==> config.mk <==
export PLATFORM = sky130hd
export DESIGN_NAME = bsg_print_stat_interval_tracker
export DESIGN_NICKNAME = d
export VERILOG_FILES = /design/src/rtl/bsg_print_stat_tracker_pkg.sv /design/src/rtl/bsg_fifo_1r1w_small.sv /design/src/rtl/bsg_print_stat_interval_tracker.sv
export SDC_FILE = /design/constraint.sdc
export NUM_CORES = 2
export LEC_CHECK = 0
export ABC_CLOCK_PERIOD_IN_PS = 25100
export CORE_MARGIN = 3
export CORE_UTILIZATION = 30
export DETAILED_ROUTE_END_ITERATION = 7
export PLACE_DENSITY_LB_ADDON = 0.12
export SETUP_SLACK_MARGIN = 0.05
export SLEW_MARGIN = 20
export SYNTH_ARGS = -nofsm -noshare
export SYNTH_HDL_FRONTEND = slang
export SYNTH_HIERARCHICAL = 1
export SYNTH_SLANG_ARGS = --single-unit
==> constraint.sdc <==
create_clock -name clk_i -period 25.1 [get_ports clk_i]
set_input_delay 5.02 -clock clk_i [delete_from_list [all_inputs] [get_ports clk_i]]
set_output_delay 5.02 -clock clk_i [all_outputs]
set_load 0.02 [all_outputs]
==> src/rtl/bsg_print_stat_tracker_pkg.sv <==
// Shared types for the print_stat interval tracker.
// Tag kind encoding, field widths and the output record layout.
package bsg_print_stat_tracker_pkg;

   typedef enum logic [1:0] {
      K_STAT  = 2'b00,
      K_START = 2'b01,
      K_END   = 2'b10,
      K_RSVD  = 2'b11
   } tag_kind_e;

   // kind occupies the top bits of the tag
   localparam int kind_width_lp = 2;

   function automatic int tag_id_width(input int els);
      return (els > 1) ? $clog2(els) : 1;
   endfunction

endpackage

`ifndef BSG_PRINT_STAT_REC_S
`define BSG_PRINT_STAT_REC_S(ctr_w, id_w) \
   struct packed { \
      tag_kind_e        kind; \
      logic [id_w-1:0]  id; \
      logic [ctr_w-1:0] start; \
      logic [ctr_w-1:0] delta; \
   }
`endif

==> src/rtl/bsg_fifo_1r1w_small.sv <==
// Small flop-based FIFO, valid/ready in, valid/yumi out.
// A full FIFO still accepts a push when a pop happens the same cycle.
module bsg_fifo_1r1w_small #(
   parameter int width_p = 8,
   parameter int els_p   = 8
) (
   input  logic               clk_i,
   input  logic               reset_n_i,
   input  logic               v_i,
   output logic               ready_o,
   input  logic [width_p-1:0] data_i,
   output logic               v_o,
   output logic [width_p-1:0] data_o,
   input  logic               yumi_i
);

   localparam int ptr_w_lp = (els_p > 1) ? $clog2(els_p) : 1;
   localparam int cnt_w_lp = $clog2(els_p + 1);

   logic [ptr_w_lp-1:0] wptr_r, rptr_r;
   logic [cnt_w_lp-1:0] cnt_r;
   logic [width_p-1:0]  mem_r [els_p];
   logic                full, push, pop;

   function automatic logic [ptr_w_lp-1:0] nxt(input logic [ptr_w_lp-1:0] p);
      return (p == ptr_w_lp'(els_p - 1)) ? '0 : p + 1'b1;
   endfunction

   assign full    = (cnt_r == cnt_w_lp'(els_p));
   assign v_o     = (cnt_r != '0);
   assign ready_o = ~full | yumi_i;
   assign push    = v_i & ready_o;
   assign pop     = yumi_i & v_o;
   assign data_o  = mem_r[rptr_r];

   // pointer and occupancy bookkeeping
   always_ff @(posedge clk_i or negedge reset_n_i) begin
      if (!reset_n_i) begin
         wptr_r <= '0;
         rptr_r <= '0;
         cnt_r  <= '0;
      end else begin
         if (push) wptr_r <= nxt(wptr_r);
         if (pop)  rptr_r <= nxt(rptr_r);
         if (push & ~pop)      cnt_r <= cnt_r + 1'b1;
         else if (pop & ~push) cnt_r <= cnt_r - 1'b1;
      end
   end

   // storage needs no reset; occupancy gates its visibility
   always_ff @(posedge clk_i) begin
      if (push) mem_r[wptr_r] <= data_i;
   end

endmodule

==> src/rtl/bsg_print_stat_interval_tracker.sv <==
// Pairs print_stat START/END tags per id and emits interval records.
// Define BSG_PRINT_STAT_TRACKER_DISPLAY_EN for sim-only record/error prints.
module bsg_print_stat_interval_tracker
   import bsg_print_stat_tracker_pkg::*;
#(
   parameter  int data_width_p = 32,
   parameter  int ctr_width_p  = 64,
   parameter  int tag_els_p    = 16,
   parameter  int fifo_els_p   = 8,
   parameter  int cnt_width_p  = 16,
   localparam int id_width_lp  = tag_id_width(tag_els_p)
) (
   input  logic                    clk_i,
   input  logic                    reset_n_i,
   input  logic                    en_i,
   input  logic [ctr_width_p-1:0]  ctr_i,
   input  logic                    print_stat_v_i,
   input  logic [data_width_p-1:0] print_stat_tag_i,
   output logic                    v_o,
   input  logic                    ready_i,
   output logic [1:0]              rec_kind_o,
   output logic [id_width_lp-1:0]  rec_id_o,
   output logic [ctr_width_p-1:0]  rec_start_o,
   output logic [ctr_width_p-1:0]  rec_delta_o,
   output logic [tag_els_p-1:0]    active_o,
   output logic [cnt_width_p-1:0]  err_cnt_o,
   output logic [cnt_width_p-1:0]  drop_cnt_o
);

   typedef `BSG_PRINT_STAT_REC_S(ctr_width_p, id_width_lp) rec_s;
   localparam int rec_width_lp = $bits(rec_s);

   logic                   s_v;
   tag_kind_e              s_kind;
   logic [id_width_lp-1:0] s_id;
   logic [ctr_width_p-1:0] s_ts;

   logic [tag_els_p-1:0]   active_r;
   logic [ctr_width_p-1:0] start_r [tag_els_p];
   logic [cnt_width_p-1:0] err_cnt_r, drop_cnt_r;

   logic push_v, err_inc, drop, fifo_ready, s_active;
   rec_s push_rec, pop_rec;

   assign s_active = active_r[s_id];
   assign drop     = push_v & ~fifo_ready;

   // stage 0: capture enabled events with their timestamp
   always_ff @(posedge clk_i or negedge reset_n_i) begin
      if (!reset_n_i) begin
         s_v    <= 1'b0;
         s_kind <= K_STAT;
         s_id   <= '0;
         s_ts   <= '0;
      end else begin
         s_v <= print_stat_v_i & en_i;
         if (print_stat_v_i & en_i) begin
            s_kind <= tag_kind_e'(print_stat_tag_i[data_width_p-1 -: kind_width_lp]);
            s_id   <= print_stat_tag_i[id_width_lp-1:0];
            s_ts   <= ctr_i;
         end
      end
   end

   // stage 1: decide record and error from the staged event
   always_comb begin
      push_v   = 1'b0;
      err_inc  = 1'b0;
      push_rec = '0;
      if (s_v) begin
         unique case (s_kind)
            K_STAT: begin
               push_v         = 1'b1;
               push_rec.kind  = K_STAT;
               push_rec.id    = s_id;
               push_rec.start = s_ts;
            end
            K_START: err_inc = s_active;
            K_END: begin
               if (s_active) begin
                  push_v         = 1'b1;
                  push_rec.kind  = K_END;
                  push_rec.id    = s_id;
                  push_rec.start = start_r[s_id];
                  push_rec.delta = s_ts - start_r[s_id];
               end else begin
                  err_inc = 1'b1;
               end
            end
            K_RSVD: err_inc = 1'b1;
         endcase
      end
   end

   // stage 1: per-id IDLE/ACTIVE table update
   always_ff @(posedge clk_i or negedge reset_n_i) begin
      if (!reset_n_i) begin
         active_r <= '0;
         for (int i = 0; i < tag_els_p; i++) start_r[i] <= '0;
      end else if (s_v) begin
         if (s_kind == K_START) begin
            active_r[s_id] <= 1'b1;
            start_r[s_id]  <= s_ts;
         end else if (s_kind == K_END) begin
            active_r[s_id] <= 1'b0;
         end
      end
   end

   // saturating error and drop counters
   always_ff @(posedge clk_i or negedge reset_n_i) begin
      if (!reset_n_i) begin
         err_cnt_r  <= '0;
         drop_cnt_r <= '0;
      end else begin
         if (err_inc & ~&err_cnt_r)  err_cnt_r  <= err_cnt_r + 1'b1;
         if (drop & ~&drop_cnt_r)    drop_cnt_r <= drop_cnt_r + 1'b1;
      end
   end

   bsg_fifo_1r1w_small #(
      .width_p (rec_width_lp),
      .els_p   (fifo_els_p)
   ) out_fifo (
      .clk_i     (clk_i),
      .reset_n_i (reset_n_i),
      .v_i       (push_v),
      .ready_o   (fifo_ready),
      .data_i    (push_rec),
      .v_o       (v_o),
      .data_o    (pop_rec),
      .yumi_i    (v_o & ready_i)
   );

   assign rec_kind_o  = pop_rec.kind;
   assign rec_id_o    = pop_rec.id;
   assign rec_start_o = pop_rec.start;
   assign rec_delta_o = pop_rec.delta;
   assign active_o    = active_r;
   assign err_cnt_o   = err_cnt_r;
   assign drop_cnt_o  = drop_cnt_r;

`ifdef BSG_PRINT_STAT_TRACKER_DISPLAY_EN
   // sim-only trace of pushes, protocol errors and drops
   always @(posedge clk_i) begin
      if (reset_n_i) begin
         if (push_v & fifo_ready)
            $display("[INFO][STAT_TRACKER] %0d %0d %0d %0d",
                     push_rec.kind, push_rec.id, push_rec.start, push_rec.delta);
         if (err_inc)
            $display("[INFO][STAT_TRACKER] protocol error kind=%0d id=%0d",
                     s_kind, s_id);
         if (drop)
            $display("[INFO][STAT_TRACKER] record dropped id=%0d", s_id);
      end
   end
`endif

endmodule

-- After elaboration in Yosys (flattened, before gate mapping)
Memories as Yosys holds them, arrays and structs flattened.
Index checks and enable logic that the tools add are counted.
- flip-flop bits (word level): 1153
- latch bits: 0
- RAM bits: 1072
- bits in read-only memories: 0
- input bits: 101
- output and inout port bits: 183
- logic and storage cells: 102
- memories: 1
- add/sub/neg operators: 7
- $mul: 0
- divide/modulo/power cells: 0
- order comparisons: 4
- equality and inequality tests: 6
- shifts and indexed selects: 0
- multiplexer cells: 28
- bitwise logic cells: 18
- reductions and logical operators: 12
- memory list (name ; depth ; width ; rd ports ; clocked after memory_dff ; wr ports ; RTL line ; source):
    out_fifo.mem_r ; 8 ; 134 ; 1 ; 0 ; 1 ; bsg_fifo_1r1w_small.sv:22 ; logic [width_p-1:0] mem_r [els_p];
- operators by type and width (cell ; number):
    $bwmux W1024 ; 1
    $mux W134 ; 2
    $bmux W64 S4 ; 1
    $demux W64 S4 ; 1
    $mux W64 ; 4
    $pmux W70 S2 ; 1
    $sub A64 B64 Y64 ; 1
    $add A16 B1 Y16 const B ; 2
    $mux W16 ; 2
    $reduce_and A16 Y1 ; 2
    $and A16 B16 Y16 ; 1
    $not A16 Y16 ; 1
    $or A16 B16 Y16 ; 1
    $and A1 B1 Y1 ; 9
    $mux W1 ; 8
    $mux W4 ; 2
    $add A3 B1 Y3 const B ; 2
    $eq A3 B3 Y1 const B ; 2
    $mux W3 ; 2
    $ge A5 B5 Y1 const B ; 1
    $lt A4 B5 Y1 const B ; 1
    $lt A5 B1 Y1 const B ; 1
    $not A4 Y5 ; 1
    $add A4 B1 Y4 const B ; 1
    17 further kinds ; 25

-- Longest topological paths before layout
- word-level depth: 10
- mapped depth: 17
- depth with buffers taken out: 14

-- Hierarchy
Netlist, hierarchy kept.
- by module, submodules not included (module ; instances ; cells each ; area each (um^2) ; seq. area each (um^2)):
    bsg_print_stat_interval_tracker ; 1 ; 3900 ; 55933.6 ; 28602.4
    bsg_fifo_1r1w_small ; 1 ; 1615 ; 40880.5 ; 32441.1

-- Worst setup path before layout
Ideal clock, no wire load.
- path kind: in2reg
- start point: in ready_i
- end point: mem out_fifo/mem_r[0][0] in the netlist's numbering, enable pin
- setup time: 955 ps
- arrival time: 18012 ps
- data required time: 24145 ps
- setup slack: 6133 ps
- stages: 4
- path buffers: 0
- cell sequence: and2_1 nand2b_1 o21ai_2 nor4_1
- word-level cells in the longest chain between the ends: 5
- RTL lines (what ; RTL line ; source):
    start, declared ; bsg_print_stat_interval_tracker.sv:20 ; input logic ready_i,
    $and A1 B1 Y1 ; bsg_print_stat_interval_tracker.sv:132 ; .yumi_i (v_o & ready_i)
    $or A1 B1 Y1 ; bsg_fifo_1r1w_small.sv:31 ; assign ready_o = ~full | yumi_i;
    $and A1 B1 Y1 ; bsg_fifo_1r1w_small.sv:32 ; assign push = v_i & ready_o;
    $mux W1 ; bsg_fifo_1r1w_small.sv:52 ; if (push) mem_r[wptr_r] <= data_i;
    $mux W1 (implied by the code) ; bsg_fifo_1r1w_small.sv:52 ;
    end, declared ; bsg_fifo_1r1w_small.sv:22 ;
Every way passes these cells.

-- Worst setup path in the final report
- start point: reg out_fifo.rptr_r[0]
- end point: out rec_start_o[27]
- word-level cells in the longest chain between the ends: 1
- RTL lines (what ; RTL line ; source):
    start, declared ; bsg_fifo_1r1w_small.sv:20 ; logic [ptr_w_lp-1:0] wptr_r, rptr_r;
    start signal, assigned ; bsg_fifo_1r1w_small.sv:44 ; if (pop) rptr_r <= nxt(rptr_r);
    $mem_v2 Z8 W134 ; n/a ;
    end, declared ; bsg_print_stat_interval_tracker.sv:23 ; output logic [ctr_width_p-1:0] rec_start_o,
Every way passes these cells.

==> impl_metrics.env <==
export IMPL_synthXorXnorAreaFrac=0.00724
export IMPL_numClockSinks=2225
export IMPL_layout_nets=5994
export IMPL_grt_usage=0.169
export IMPL_grt_max_degree=160
export IMPL_syn_area_per_cell_sq_um=17.6
export IMPL_worstPathCellList="buf_12 > buf_4 > mux4_2 > mux2_2 > clkdlybuf4s50_1"
export IMPL_ys_ff_latch=2225
export IMPL_postRouteAntennaNets=0
export IMPL_pwr_share_clk=0.336
export IMPL_clkTransAtPathRegs_ns=0.06
export IMPL_io_pins=284
export IMPL_place_area_sq_mm=0.104
export IMPL_cts_root_buffer="clkbuf_16"
export IMPL_start_util=0.303
export IMPL_slowest_delay_ns=0.88
export IMPL_critPathKind="reg2out"
export IMPL_crit_slowest_cell="buf_4"
export IMPL_synth_top_family_by_area="multiplexers"
export IMPL_post_cts_buffers=0
export IMPL_grt_pass1_wl_um=408000
export IMPL_cts_resized=0
export IMPL_synthCells=5515
export IMPL_die_x_um=574
export IMPL_async_reset_ff_frac=0.518
export IMPL_p_int_mw=7.81
export IMPL_place_ws_ns=14.68
export IMPL_routed_wl_um=283000
export IMPL_cts_hold_buffers=0
export IMPL_worstSetupEndpointType="primary output"
export IMPL_wl_per_cell_um=27.4
export IMPL_switching_power_mw=3.41
export IMPL_synth_compound_area_share=0.0221
export IMPL_maxSlewHeadroom=0.251
export IMPL_fill_cells=30300
export IMPL_fp_dieH_um=574
export IMPL_synth_cell_type_count=71
export IMPL_report_final_slew_viol_count=0
export IMPL_antenna_found_initial=26
export IMPL_period_needed_ns=10.00
export IMPL_outcome="completed"
export IMPL_total_power_mw=11.2
export IMPL_grt_overflow=0
export IMPL_synthesis_area_sq_mm=0.0968
export IMPL_clock_latency_ns=0.86
export IMPL_area_growth_pct=16.6
export IMPL_drive_gt1_frac=0.398
export IMPL_num_rows=207
export IMPL_critPathArrivalTime_ns=4.98
export IMPL_core_area_sq_mm=0.320
export IMPL_maxCapViolations=0
export IMPL_yosysSeqAreaShare=0.631
export IMPL_dp_cells=9817
export IMPL_viasPerCell=5.01
export IMPL_htreeDepth=5
export IMPL_skew_ns=0.0402
export IMPL_power_density_mw_per_mm2=99.4
export IMPL_fmax_ghz=0.100
export IMPL_crit_path_start_kind="register"
export IMPL_final_instance_count_excl_fill=10300
export IMPL_finalHoldWorstSlack_ns=0.479
export IMPL_drtPass1Iterations=5
export IMPL_worst_pin_slew_ns=1.09
export IMPL_fin_area_sq_mm=0.113
export IMPL_gp_congestion=0.812
export IMPL_synth_mux_area_frac=0.283
export IMPL_cts_tree="done"
export IMPL_finalSetupViolCount=0
export IMPL_crit_required_ns=20.08
export IMPL_ir_worst_vdd_uv=77.6
export IMPL_synth_enable_flop_cells=1072
export IMPL_leakage_nw=44.9
export IMPL_rsz0062_at_grt="no"
export IMPL_critPathMaxFanout=89
export IMPL_hold_violations=0
export IMPL_setup_tns_ns=0
export IMPL_power_frac_comb=0.266
export IMPL_clk_path_buf_depth=4
export IMPL_grt_pass1_vias=55200
export IMPL_drtIter0Drc=3536
export IMPL_fin_ws_ns=15.10
export IMPL_synth_fa_ha_area_frac=0.0120
export IMPL_hpwl_um=165000
export IMPL_seqPwrFrac=0.398
export IMPL_synth_simple_area_share=0.0234
export IMPL_switching_share=0.304
export IMPL_fin_util=0.353
export IMPL_min_path_type="reg2reg"
export IMPL_ys_flop_type="dfrtp_1"
export IMPL_die_area_sq_mm=0.330
export IMPL_io_buffers=257
export IMPL_cts_buffers=266
export IMPL_route_vias_total=51700
export IMPL_finalCritPeriodShare=0.398
export IMPL_post_route_drc_count=0
export IMPL_ys_warn_count=6
==> synthesized netlist by cell type (all sizes together), types with 23 or more instances <==
cell type | count | share of area
nand4 | 34 | 0.0024
a21o | 26 | 0.0020
nor2 | 192 | 0.0076
a22oi | 64 | 0.0050
edfxtp | 1072 | 0.33
nand2 | 102 | 0.0040
inv | 91 | 0.0035
dfrtp | 1153 | 0.30
nand3 | 41 | 0.0021
a21oi | 87 | 0.0045
buf | 194 | 0.011
o21ai | 65 | 0.0034
xor2 | 27 | 0.0024
ha | 90 | 0.012
nor3 | 23 | 0.0013
xnor2 | 53 | 0.0048
mux2 | 1243 | 0.14
clkbuf | 181 | 0.0070
mux4 | 591 | 0.14
==> worst paths after layout <==
check / endpoint / depth (start not counted) / from / slack (ns)
max: rec_start_o[27] / 5 / out_fifo/rptr_r[0]$_DFFE_PN0P_ / 15.10
min: start_r[705]$_DFFE_PN0P_ / 2 / start_r[705]$_DFFE_PN0P_ / 0.48
max reg2reg: out_fifo/mem_r[2][55]$_DFFE_PP_ / 16 / s_id[0]$_DFFE_PN0P_ / 16.73
min reg2reg: start_r[705]$_DFFE_PN0P_ / 2 / start_r[705]$_DFFE_PN0P_ / 0.48
max in group asynchronous: s_ts[4]$_DFFE_PN0P_ / 6 / reset_n_i / 16.46
min in group asynchronous: start_r[679]$_DFFE_PN0P_ / 1 / reset_n_i / 4.18
==> critical path, delay by kind of cell (launching register included) <==
| kind | cells | cell delay (ns) |
|---|---|---|
| buf+inv | 3 | 2.03 |
| mux | 2 | 0.92 |
| flops | 1 | 0.84 |
==> flip-flops by register name, summed over array words and instances, names as in the netlist, named ones only <==
register         flops
out_fifo/cnt_r       4
start_r           1024
s_v                  1
s_kind               2
s_ts                64
s_id                 4
out_fifo/rptr_r      3
drop_cnt_o          16
out_fifo/wptr_r      3
err_cnt_o           16
out_fifo/mem_r    1072
==> routing by layer <==
layer / track usage / wire, um
met5: 0 / 61
met3: 0.0264 / 11600
met4: 0.0395 / 6600
met2: 0.261 / 129000
met1: 0.250 / 136000
==> cell families after synthesis <==
group	Yosys count
flip-flops	2225
adder cells (fa/ha/maj)	92
multiplexers	1843
XOR/XNOR	80
other	1
buffers and inverters	466
AO/OA/AOI/OAI	326
AND/OR/NAND/NOR	482
==> placed cells by master, fill, tap and decap left out, drive strengths merged, types with 65 or more instances in the layout <==
cell type and n:
edfxtp 1072, clkbuf 377, clkdlybuf4s50 256, clkinv 66
a21oi 87, dfrtp 1153, mux4 591, o21ai 65
nor2 192, mux2 1243, buf 130, inv 99
ha 90, nand2 102
==> power by group through the flow <==
stage	combinational, mW	sequential, mW	clock (mW)
3_5_place_dp	3.04	4.54	0
2_1_floorplan	2.00	4.40	0
6_report	2.99	4.47	3.76
5_1_grt	3.21	4.52	4.05
3_3_place_gp	3.04	4.53	0
4_1_cts	3.06	4.47	3.90
==> layout make-up <==
| class | count | area (sq um) | area share |
|---|---|---|---|
| antenna | 16 | 40.0 | 0.000355 |
| clock buffer | 377 | 7580 | 0.0671 |
| clock inverter | 95 | 882 | 0.00781 |
| inverter | 91 | 342 | 0.00303 |
| multi-input combinational | 2831 | 33900 | 0.300 |
| sequential | 2225 | 61100 | 0.541 |
| tap | 4284 | 5360 | 0.0475 |
| timing repair buffer | 386 | 3720 | 0.0330 |
Power figures use the tool's default switching activity.
==> variant: new RTL, same settings <==
Change the parameter `fifo_els_p` from 8 to 16.
--- a/src/rtl/bsg_print_stat_interval_tracker.sv
+++ b/src/rtl/bsg_print_stat_interval_tracker.sv
@@ -6,7 +6,7 @@
    parameter  int data_width_p = 32,
    parameter  int ctr_width_p  = 64,
    parameter  int tag_els_p    = 16,
-   parameter  int fifo_els_p   = 8,
+   parameter  int fifo_els_p   = 16,
    parameter  int cnt_width_p  = 16,
    localparam int id_width_lp  = tag_id_width(tag_els_p)
 ) (
Check against the original RTL: not settled (the Yosys comparison gave no result); the edit may change what the design does.
==> variant against the original RTL <==
  * Maximum frequency down 12%
  * Routed wire length up 53%
  * Critical path type unchanged
  * Highest routed layer unchanged
  * Cell area up 43%
  * Via count up 43%
  * Largest cell class unchanged
  * Power up 49%
  * Worst setup slack worse by 1.3 ns
  * Die area up 43%
  * Sequential cell count up 1075
  * Worst hold slack about the same
  * Area after synthesis up 43%
==> variant: results (changes against the original RTL) <==
[outcome]
status=finished, final reports clean  ; unchanged

[place]
dpl_worst_slack_ns=14.44  ; was 14.68 ns
placed_cells=13930  ; was 9817
gp_congestion=0.786  ; was 0.812

[drt]
vias=74084  ; was 51657
wl_met2_um=210000  ; was 129000 um
drtIter0Drc=5449  ; was 3536
drt-wirelength-per-cell_um=29.5  ; was 27.4 um

[grt]
grt_use_met1_pct=25.3  ; was 25.0%
grt_pass1_vias=79256  ; was 55197
grt_usage_pct=18.1  ; was 16.9%
grt_util_met3_pct=2.11  ; was 2.64%
grt_pass1_wl_um=614000  ; was 408000 um
grtUsageMet2_pct=30.2  ; was 26.1%

[critical_path]
worstRegToRegCells=17  ; was 16
worstPathArrival_ns=6.32  ; was 4.98 ns
critical-path-max-stage-delay_ns=0.77  ; was 0.88 ns
timing.rr.end=out_fifo/mem_r[8][59]  ; was out_fifo/mem_r[2][55]
critPathCapture=rec_delta_o[51]  ; was rec_start_o[27]
rrSetupSlack_ns=16.47  ; was 16.73 ns
cp_max_fo=36  ; was 89

[layout]
nNonClkBuffers=470  ; was 386
area_share_nonclk_buffers_pct=2.75  ; was 3.30%
clock_area_share_pct=7.48  ; was 7.49%
largestRegisters=out_fifo/mem_r (2144), start_r (1024), s_ts (64)  ; was out_fifo/mem_r (1072), start_r (1024), s_ts (64)
nMultiInputCombCells=3913  ; was 2831
fill_cells=43746  ; was 30331
final_nets=8362  ; was 5994

[yosys]
synth_fa_ha_area_share_pct=0.867  ; was 1.20%
avgSynthCellArea_sq_um=17.8  ; was 17.6 sq um
yosys-top-cells-area=edfxtp_1 46%, dfrtp_1 21%, mux4_2 12%, mux2_2 8.9%, mux2i_1 2.0%  ; was edfxtp_1 33%, dfrtp_1 30%, mux2_2 14%, mux4_2 14%, ha_1 1.2%
synthXorXnorAreaFrac_pct=0.568  ; was 0.724%
synth-compound-area-share_pct=3.22  ; was 2.21%

[min_path]
whs_endpoint=start_r[449]  ; was start_r[705]

[clock_network]
clkSinkCount=3300  ; was 2225
clk_latency_ns=0.98  ; was 0.86 ns

[pwr]
leakage_nw=61.1  ; was 44.9 nW
swShare_pct=32.5  ; was 30.4%
max-vdd-ir-drop_v=0.0000847  ; was 0.0000776 V

[sta]
whs_ns=0.479  ; about the same
fmax_mhz=88.2  ; was 100 MHz
worstMarginPinSlew_ns=1.15  ; was 1.09 ns

## variant: cell types whose count changed in the layout (fill, tap and decap cells not counted), sizes merged, moves of 140 or more
cell / unedited run / this run
mux2i: 9 / 274
o21ai: 65 / 205
mux2: 1243 / 1102
edfxtp: 1072 / 2144
clkbuf: 377 / 519
nand2: 102 / 379
## variant: power by group through the flow
stage                     sequential (mW)  clock (mW)  combinational (mW)
after detailed placement             6.56           0                4.97
after floorplan                      6.41           0                3.04
final                                6.45        5.39                4.85
after global routing                 6.50        5.77                5.18
after CTS                            6.45        5.55                4.98
after global placement               6.53           0                4.96
## variant: kinds of logic (layout without fill, tap and decap cells)
logic type | count (synthesis) | in the layout
AOI/OAI and AO/OA | 602 | 602
other | 1 | 32
xor gates and xnor gates | 90 | 90
DFF | 3300 | 3300
and+or+nand+nor | 1009 | 1009
buffers and inverters | 614 | 1252
adders and majority gates | 95 | 95
muxes | 2101 | 2101
